`src/rtl/carry_bypass_seq_adder_ctrl.sv`:
```
`default_nettype none
// ============================================================================
// Module      : carry_bypass_seq_adder_ctrl
// Description : Multi-cycle WIDTH-bit adder. One shared 4-bit carry-bypass
//               slice (ripple_carry_adder_bypass) processes one nibble per
//               clock, LSB first. The carry is chained through a register.
//               A start/ready/done handshake frames each add.
// Ports       : clk, rst (async, active-high)
//               start, a, b, cin          - request and operands (captured
//                                           when the request is accepted)
//               ready, busy, done         - IDLE / RUN / one-cycle DONE
//               sum, cout, overflow       - result of the last completed add
//               bypass_cnt                - nibbles whose slice bypassed
// Options     : BYPASS_STATS_EN - when defined, counts the bypassed nibbles
//               of each add. When undefined, bypass_cnt is tied to 0.
// Revision    : 1.0 - initial release
// ============================================================================

// ----------------------------------------------------------------------------
// ripple_carry_adder_bypass: 4-bit ripple adder with a carry-bypass path.
// When all four propagate bits are set, the carry-out is cin. The ripple
// chain does not need to settle in that case.
// ----------------------------------------------------------------------------
module ripple_carry_adder_bypass (
    input  logic [3:0] a,
    input  logic [3:0] b,
    input  logic       cin,
    output logic [3:0] sum,
    output logic       cout,
    output logic       bypass
);
    logic [3:0] w_p;
    logic [3:0] w_g;
    logic [4:0] w_c;

    assign w_p    = a ^ b;
    assign w_g    = a & b;
    assign w_c[0] = cin;

    for (genvar i = 0; i < 4; i++) begin : g_bit
        assign w_c[i+1] = w_g[i] | (w_p[i] & w_c[i]);
    end

    assign sum    = w_p ^ w_c[3:0];
    assign bypass = &w_p;
    assign cout   = bypass ? cin : w_c[4];
endmodule

// ----------------------------------------------------------------------------
// carry_bypass_seq_adder_ctrl: sequencing controller around the slice.
// ----------------------------------------------------------------------------
module carry_bypass_seq_adder_ctrl #(
    parameter int WIDTH = 16
) (
    input  logic                              clk,
    input  logic                              rst,
    input  logic                              start,
    input  logic [WIDTH-1:0]                  a,
    input  logic [WIDTH-1:0]                  b,
    input  logic                              cin,
    output logic                              ready,
    output logic                              busy,
    output logic                              done,
    output logic [WIDTH-1:0]                  sum,
    output logic                              cout,
    output logic                              overflow,
    output logic [$clog2(WIDTH/4+1)-1:0]      bypass_cnt
);
    localparam int NSLICE = WIDTH / 4;
    localparam int IDXW   = $clog2(NSLICE);
    localparam int CNTW   = $clog2(NSLICE + 1);

    localparam logic [IDXW-1:0] c_last_idx = IDXW'(NSLICE - 1);

    localparam logic [1:0] c_st_idle = 2'd0;
    localparam logic [1:0] c_st_run  = 2'd1;
    localparam logic [1:0] c_st_done = 2'd2;

    logic [1:0]       r_state;
    logic [WIDTH-1:0] r_op_a;
    logic [WIDTH-1:0] r_op_b;
    logic             r_carry;
    logic [IDXW-1:0]  r_idx;
    logic [WIDTH-1:0] r_work_sum;
    logic             r_ready;
    logic             r_busy;
    logic             r_done;
    logic [WIDTH-1:0] r_sum;
    logic             r_cout;
    logic             r_ovf;

    logic [3:0]       w_slice_a;
    logic [3:0]       w_slice_b;
    logic [3:0]       w_slice_sum;
    logic             w_slice_cout;
    logic             w_slice_bypass;
    logic             w_last;
    logic             w_accept;
    logic [WIDTH-1:0] w_final_sum;

    assign w_slice_a = r_op_a[4*r_idx +: 4];
    assign w_slice_b = r_op_b[4*r_idx +: 4];
    assign w_last    = (r_idx == c_last_idx);
    assign w_accept  = (r_state == c_st_idle) && start;

    ripple_carry_adder_bypass u_slice (
        .a      (w_slice_a),
        .b      (w_slice_b),
        .cin    (r_carry),
        .sum    (w_slice_sum),
        .cout   (w_slice_cout),
        .bypass (w_slice_bypass)
    );

    // The final nibble has not been written back yet on the RUN->DONE edge.
    // Merge it here so that sum and overflow see the complete result.
    always_comb begin
        w_final_sum                = r_work_sum;
        w_final_sum[4*r_idx +: 4]  = w_slice_sum;
    end

    always_ff @(posedge clk or posedge rst) begin
        if (rst) begin
            r_state    <= c_st_idle;
            r_op_a     <= '0;
            r_op_b     <= '0;
            r_carry    <= 1'b0;
            r_idx      <= '0;
            r_work_sum <= '0;
            r_ready    <= 1'b1;
            r_busy     <= 1'b0;
            r_done     <= 1'b0;
            r_sum      <= '0;
            r_cout     <= 1'b0;
            r_ovf      <= 1'b0;
        end else begin
            case (r_state)
                c_st_idle: begin
                    if (start) begin
                        r_op_a     <= a;
                        r_op_b     <= b;
                        r_carry    <= cin;
                        r_idx      <= '0;
                        r_work_sum <= '0;
                        r_state    <= c_st_run;
                        r_ready    <= 1'b0;
                        r_busy     <= 1'b1;
                    end
                end
                c_st_run: begin
                    r_work_sum[4*r_idx +: 4] <= w_slice_sum;
                    r_carry                  <= w_slice_cout;
                    r_idx                    <= r_idx + 1'b1;
                    if (w_last) begin
                        r_state <= c_st_done;
                        r_busy  <= 1'b0;
                        r_done  <= 1'b1;
                        r_sum   <= w_final_sum;
                        r_cout  <= w_slice_cout;
                        r_ovf   <= (r_op_a[WIDTH-1] == r_op_b[WIDTH-1]) &&
                                   (w_final_sum[WIDTH-1] != r_op_a[WIDTH-1]);
                    end
                end
                c_st_done: begin
                    r_state <= c_st_idle;
                    r_done  <= 1'b0;
                    r_ready <= 1'b1;
                end
                default: begin
                    r_state <= c_st_idle;
                    r_ready <= 1'b1;
                    r_busy  <= 1'b0;
                    r_done  <= 1'b0;
                end
            endcase
        end
    end

`ifdef BYPASS_STATS_EN
    logic [CNTW-1:0] r_byp_cnt;
    logic [CNTW-1:0] r_byp_out;
    logic [CNTW-1:0] w_byp_next;

    assign w_byp_next = r_byp_cnt + {{(CNTW-1){1'b0}}, w_slice_bypass};

    always_ff @(posedge clk or posedge rst) begin
        if (rst) begin
            r_byp_cnt <= '0;
            r_byp_out <= '0;
        end else if (w_accept) begin
            r_byp_cnt <= '0;
        end else if (r_state == c_st_run) begin
            r_byp_cnt <= w_byp_next;
            if (w_last) begin
                r_byp_out <= w_byp_next;
            end
        end
    end

    assign bypass_cnt = r_byp_out;
`else
    // Statistics are compiled out. Keep the port driven, and give the
    // otherwise unobserved slice bypass flag a harmless sink.
    logic w_unused_stats;
    assign w_unused_stats = w_slice_bypass & w_accept;
    assign bypass_cnt     = (CNTW)'(w_unused_stats & 1'b0);
`endif

    assign ready    = r_ready;
    assign busy     = r_busy;
    assign done     = r_done;
    assign sum      = r_sum;
    assign cout     = r_cout;
    assign overflow = r_ovf;
endmodule
`default_nettype wire

```
`config.mk`:
```
export PLATFORM = sky130hd
export DESIGN_NAME = carry_bypass_seq_adder_ctrl
export DESIGN_NICKNAME = d
export VERILOG_FILES = /design/src/rtl/carry_bypass_seq_adder_ctrl.sv
export SDC_FILE = /design/constraint.sdc
export NUM_CORES = 1
export LEC_CHECK = 0
export ABC_AREA = 0
export BUFFER_PORTS_ARGS = -buffer_cell sky130_fd_sc_hd__buf_2
export CORE_ASPECT_RATIO = 1.25
export CORE_MARGIN = 3
export CORE_UTILIZATION = 56
export DETAILED_ROUTE_END_ITERATION = 16
export PLACE_DENSITY = 0.84
export SETUP_SLACK_MARGIN = 0.5
export SLEW_MARGIN = 25
export SYNTH_ARGS = -nofsm -noshare
export SYNTH_HDL_FRONTEND = slang
export SYNTH_SLANG_ARGS = --single-unit
```
`constraint.sdc`:
```
create_clock -name clk -period 4.8 [get_ports clk]
set_input_delay 0.24 -clock clk [delete_from_list [all_inputs] [get_ports clk]]
set_output_delay 0.24 -clock clk [all_outputs]
set_load 0.05 [all_outputs]
```
# After elaboration in Yosys (flattened, before gate mapping)
# Index checks and enable logic that the tools add are counted.
dict set report classes {
  add_sub_neg 2
  n_eq_ne 7
  n_shift 4
  n_mux 18
  n_bitwise 14
  n_reduce_logical 11
}
# cell n
set ops {}
lappend ops {{$neg A4 Y34} 1}
lappend ops {{$shift A4 B34 Y16 const A} 1}
lappend ops {{$shiftx A4 B34 Y16} 1}
lappend ops {{$pmux W16 S2} 1}
lappend ops {{$shiftx A16 B5 Y4} 2}
lappend ops {{$bwmux W16} 1}
lappend ops {{$mux W16} 1}
lappend ops {{$reduce_and A2 Y1} 6}
lappend ops {{$pmux W2 S2} 2}
lappend ops {{$xor A4 B4 Y4} 2}
lappend ops {{$mux W1} 6}
lappend ops {{$mux W2} 3}
lappend ops {{$pmux W1 S2} 3}
lappend ops {{$and A1 B1 Y1} 4}
lappend ops {{$and A4 B4 Y4} 1}
lappend ops {{$eq A2 B2 Y1 const B} 2}
lappend ops {{$ne A2 B2 Y1 const B} 2}
lappend ops {{$or A1 B1 Y1} 4}
lappend ops {{$reduce_and A4 Y1} 1}
lappend ops {{$not A1 Y1} 3}
lappend ops {{$pmux W1 S3} 1}
lappend ops {{$reduce_and A3 Y1} 1}
lappend ops {{$add A2 B1 Y2 const B} 1}
lappend ops {{$eq A2 B1 Y1 const B} 1}
lappend ops {{other kinds (5)} 5}
dict set report word_totals {
  reg_bits 74
  inputBits 36
  out_inout_bits 24
  elab_cells 68
}

# Logic depth before layout (Yosys ltp)
dict set report depth {
  word_depth 13
  ltp_mapped 12
  mapped_depth_nobuf 10
}

# By module
# Synthesis repeated with hierarchy kept, for this count alone.
dict set report hier_totals {
  hier_cells 287
  area_unflattened_um2 3668.5
}
# module instances cells_per_inst area_per_inst_um2 seq_area_each_um2
set modules_own_cells {}
lappend modules_own_cells {carry_bypass_seq_adder_ctrl 1 268 3483.3 1853.0}
lappend modules_own_cells {ripple_carry_adder_bypass 1 19 185.2 0.0}

# Least setup slack after synthesis
# OpenSTA, ideal clock, no wires.
dict set report synth_path {
  path_type {register -> register}
  start {register r_idx[0]}
  end {register r_ovf, in the netlist overflow}
  setup_time_ns 0.124
  arrival_ns 3.218
  required_time_ns 4.676
  path_slack_ns 1.458
  path_stages_with_launch 13
  n_path_buf 2
  period_less_slack_ns 3.342
  cell_sequence {dfrtp_1 -> buf_4 -> mux4_2 -> fa_1 -> inv_1 -> fa_1 -> fa_1 -> inv_1 -> fa_1 -> buf_2 -> nor4bb_1 -> a22o_1 -> o31a_1}
}
dict set report synth_between {
  elab_chain_len 13
  word_cells_on_any_way 19
  classes_between {1 x add/sub; 2 x eq/ne; 4 x shift; 1 x mux; 9 x bitwise; 2 x reduce/logical}
}
# element line
set synth_lines {}
lappend synth_lines {{start, declared} 83} ;# logic [IDXW-1:0] r_idx;
lappend synth_lines {{start signal, assigned} 153} ;# r_idx <= r_idx + 1'b1;
lappend synth_lines {{$shiftx A16 B5 Y4 (on tied branches)} {101, 102}}
lappend synth_lines {{$xor A4 B4 Y4} 36} ;# assign w_p = a ^ b;
lappend synth_lines {{$and A1 B1 Y1} 41} ;# assign w_c[i+1] = w_g[i] | (w_p[i] & w_c[i]);
lappend synth_lines {{$or A1 B1 Y1} 41}
lappend synth_lines {{$and A1 B1 Y1} 41}
lappend synth_lines {{$or A1 B1 Y1} 41}
lappend synth_lines {{$and A1 B1 Y1} 41}
lappend synth_lines {{$or A1 B1 Y1} 41}
lappend synth_lines {{$xor A4 B4 Y4} 44} ;# assign sum = w_p ^ w_c[3:0];
lappend synth_lines {{$shiftx A4 B34 Y16} 119} ;# w_final_sum[4*r_idx +: 4] = w_slice_sum;
lappend synth_lines {{$bwmux W16} 119}
lappend synth_lines {{$ne A1 B1 Y1} 161} ;# (w_final_sum[WIDTH-1] != r_op_a[WIDTH-1]);
lappend synth_lines {{$logic_and A1 B1 Y1} 160} ;# r_ovf <= (r_op_a[WIDTH-1] == r_op_b[WIDTH-1]) &&
lappend synth_lines {{end signal, assigned} 160}
lappend synth_lines {{end, declared} 90} ;# logic r_ovf;
# Parallel ways exist; a longest one is shown, timed or not.
# A chain may end at the register's enable or synchronous reset.

# Worst setup path in the final report
# Ends and elaborated chain as after synthesis.

==> flow_metrics.env <==
export IMPL_outcome="finished clean"
export IMPL_synth_area_leaders="dfrtp_1, mux2_4, mux4_2"
export IMPL_r2r_start="r_idx[0]"
export IMPL_ff2ff_setup_slack_ps=1340
export IMPL_drive_above_1_share_pct=35.4
export IMPL_grt_setup_unrepaired="false"
export IMPL_post_route_period_util_pct=72.1
export IMPL_ys_dominant_reg_cell="dfrtp_1"
export IMPL_end_kind="register"
export IMPL_grt_ovfl_total=0
export IMPL_portBuffers=56
export IMPL_clock_path_buffers=2
export IMPL_synth_edf_count=0
export IMPL_hpwl_um=5220
export IMPL_antenna_left=0
export IMPL_synthMostInstantiatedCell="dfrtp_1"
export IMPL_die_h_um=96.7
export IMPL_route_detailed_drc=0
export IMPL_maxSlewHeadroom_pct=40.8
export IMPL_post_cts_setup_buffer_count=0
export IMPL_htree_levels=3
export IMPL_firstDrtPassIters=4
export IMPL_cp_common_cell="fa_1"
export IMPL_dieArea_mm2=0.00760
export IMPL_synth_area_per_cell_um2=12.9
export IMPL_cap_viol_max_count=0
export IMPL_worst_pin_slew_ps=888
export IMPL_final_setup_skew_ps=8.45
export IMPL_hold_start="b[8]"
export IMPL_cts_hold_buffers=0
export IMPL_worst_path_buf_inv=2
export IMPL_dr_first_iter_drc_count=132
export IMPL_ys_warn_count=0
export IMPL_cp_depth=10
export IMPL_cts_root_buf="clkbuf_8"
export IMPL_cp_max_fo=9
export IMPL_fmax_mhz=289
export IMPL_ios=60
export IMPL_grt_pass1_vias=2482
export IMPL_synthCells=286
export IMPL_crit_arrival_ps=3700
export IMPL_grt_usage_pct=21.0
export IMPL_hold_end="r_op_b[8]"
export IMPL_worst_slack_ps=1340
export IMPL_critical_path_class="register to register"
export IMPL_synth_top_cell_area_share_pct=49.5
export IMPL_start_util_pct=58.7
export IMPL_cts_clk_slew_worst_paths_ps=80
export IMPL_synth_top_area_cell="dfrtp_1"
export IMPL_cts_resized=0
export IMPL_drt_total_wl_um=7150
export IMPL_n_antenna_cell=0
export IMPL_wl_per_cell_um=16.8
export IMPL_viasPerCell=5.54
export IMPL_setup_viol=0
export IMPL_design_core_area_mm2=0.00629
export IMPL_grt_pass1_wl_um=12200
export IMPL_reg2reg_depth=10
export IMPL_slowest_delay_ps=610
export IMPL_ys_seq_area_share_pct=50.3
export IMPL_yosys_register_bits=74
export IMPL_slew_viol_final=0
export IMPL_synthesis_area_mm2=0.00369
export IMPL_die_w_um=78.6
export IMPL_path_cells="mux4_2 > fa_1 > inv_1 > fa_1 > fa_1 > inv_1 > fa_1 > nor4bb_1 > a22o_1 > o31a_1"
export IMPL_setup_tns_ps=0
export IMPL_worst_skew_pair_late_latency_ps=350
export IMPL_holdPathStages=2
export IMPL_fin_cells=427
export IMPL_nets=387
export IMPL_finalHoldWorstSlack_ps=114
export IMPL_dr_total_vias=2364
export IMPL_hold_viol=0
export IMPL_synth_common_cells="dfrtp_1, mux2_4, nand2_1, o21ai_0, nor2b_1"
export IMPL_dp_slack_ps=1360
export IMPL_period_needed_ps=3460
export IMPL_grt_max_degree=75
export IMPL_start_kind="register"
export IMPL_clock_sinks=74
export IMPL_crit_family="adder cells"
export IMPL_cts_tree="done"
export IMPL_reg2reg_to="overflow"
export IMPL_area_growth_pct=12.9
export IMPL_cts_made_buffers=9
export IMPL_placed_cells=411
export IMPL_placementRows=32
export IMPL_async_flop_share_pct=100
export IMPL_min_path_type="input pin to register"
export IMPL_cp_required_ps=5040
export IMPL_antenna_found_initial=0
export IMPL_gp_congestion=0.863
export IMPL_cpMaxStageDelayCell="fa_1"
export IMPL_synth_cell_types=40
==> cell families after synthesis <==
logic type               synth area share, %
flip-flops                              50.3
AO/OA/AOI/OAI                           11.5
AND/OR/NAND/NOR                         8.99
multiplexers                            17.8
buffers and inverters                   5.77
adder cells (fa/ha/maj)                 5.57
other                                  0.102
==> flip-flops by register name, summed over array words and instances, names as in the netlist <==
name / count
r_op_a: 16
r_op_b: 16
r_work_sum: 16
sum: 16
r_idx: 2
r_state: 2
busy: 1
cout: 1
done: 1
overflow: 1
r_carry: 1
ready: 1
==> worst max-delay path by stage <==
stage / start / end / slack [ps]
2_1_floorplan: r_idx[0] / overflow / 1460
3_3_place_gp: r_idx[0] / overflow / 1480
3_5_place_dp: r_idx[0] / overflow / 1360
4_1_cts: r_idx[1] / overflow / 1330
5_1_grt: r_idx[0] / overflow / 1170
6_report: r_idx[0] / overflow / 1340
==> cell usage in the layout, fill, tap and decap left out, types with 2 or more instances in the layout <==
master / count
a32o_1: 7
fa_1: 4
mux4_2: 8
clkbuf_8: 11
a211oi_1: 2
a21o_1: 5
nand2_1: 24
mux2_2: 4
nand2b_1: 2
ha_1: 10
nor2_1: 5
buf_4: 3
mux2_4: 28
o21ai_0: 21
conb_1: 3
nor2b_1: 15
inv_1: 13
a22o_1: 10
clkinvlp_4: 2
a22oi_1: 3
dfrtp_1: 73
nor4bb_2: 2
a21oi_1: 13
buf_2: 56
==> per-stage QoR <==
stage	utilization (%)	cell area [um^2]
finish	66.2	4160
floorplan	-	3690
CTS	66.2	4160
detailed placement	62.9	3960
global route	66.2	4160
global placement	62.7	3940
==> layer usage <==
layer	track usage (%)	wire (um)	vias to the layer above
li1	-	-	1107
met1	25.9	2930	1168
met2	33.8	3670	77
met3	6.70	416	12
met4	8.48	131	0
met5	0	0	-
==> worst reg2reg max path: stages (launching register included) <==
cell      delay, ps
dfrtp_1         540
mux4_2          600
fa_1            400
inv_1            80
fa_1            190
fa_1            180
inv_1            50
fa_1            610
nor4bb_1        220
a22o_1          210
o31a_1          290
==> layout make-up <==
| cell class | instances | area, um^2 |
|---|---|---|
| Multi-Input combinational cell | 179 | 1640 |
| Tap cell | 85 | 106 |
| Inverter | 14 | 52.6 |
| Clock inverter | 4 | 50.0 |
| Fill cell | 513 | 2120 |
| Timing Repair Buffer | 59 | 303 |
| Clock buffer | 12 | 155 |
| Sequential cell | 74 | 1850 |
Power is left out: the tool's default activity adds up to more than one toggle a clock period on the data nets, which glitch-free logic cannot reach.
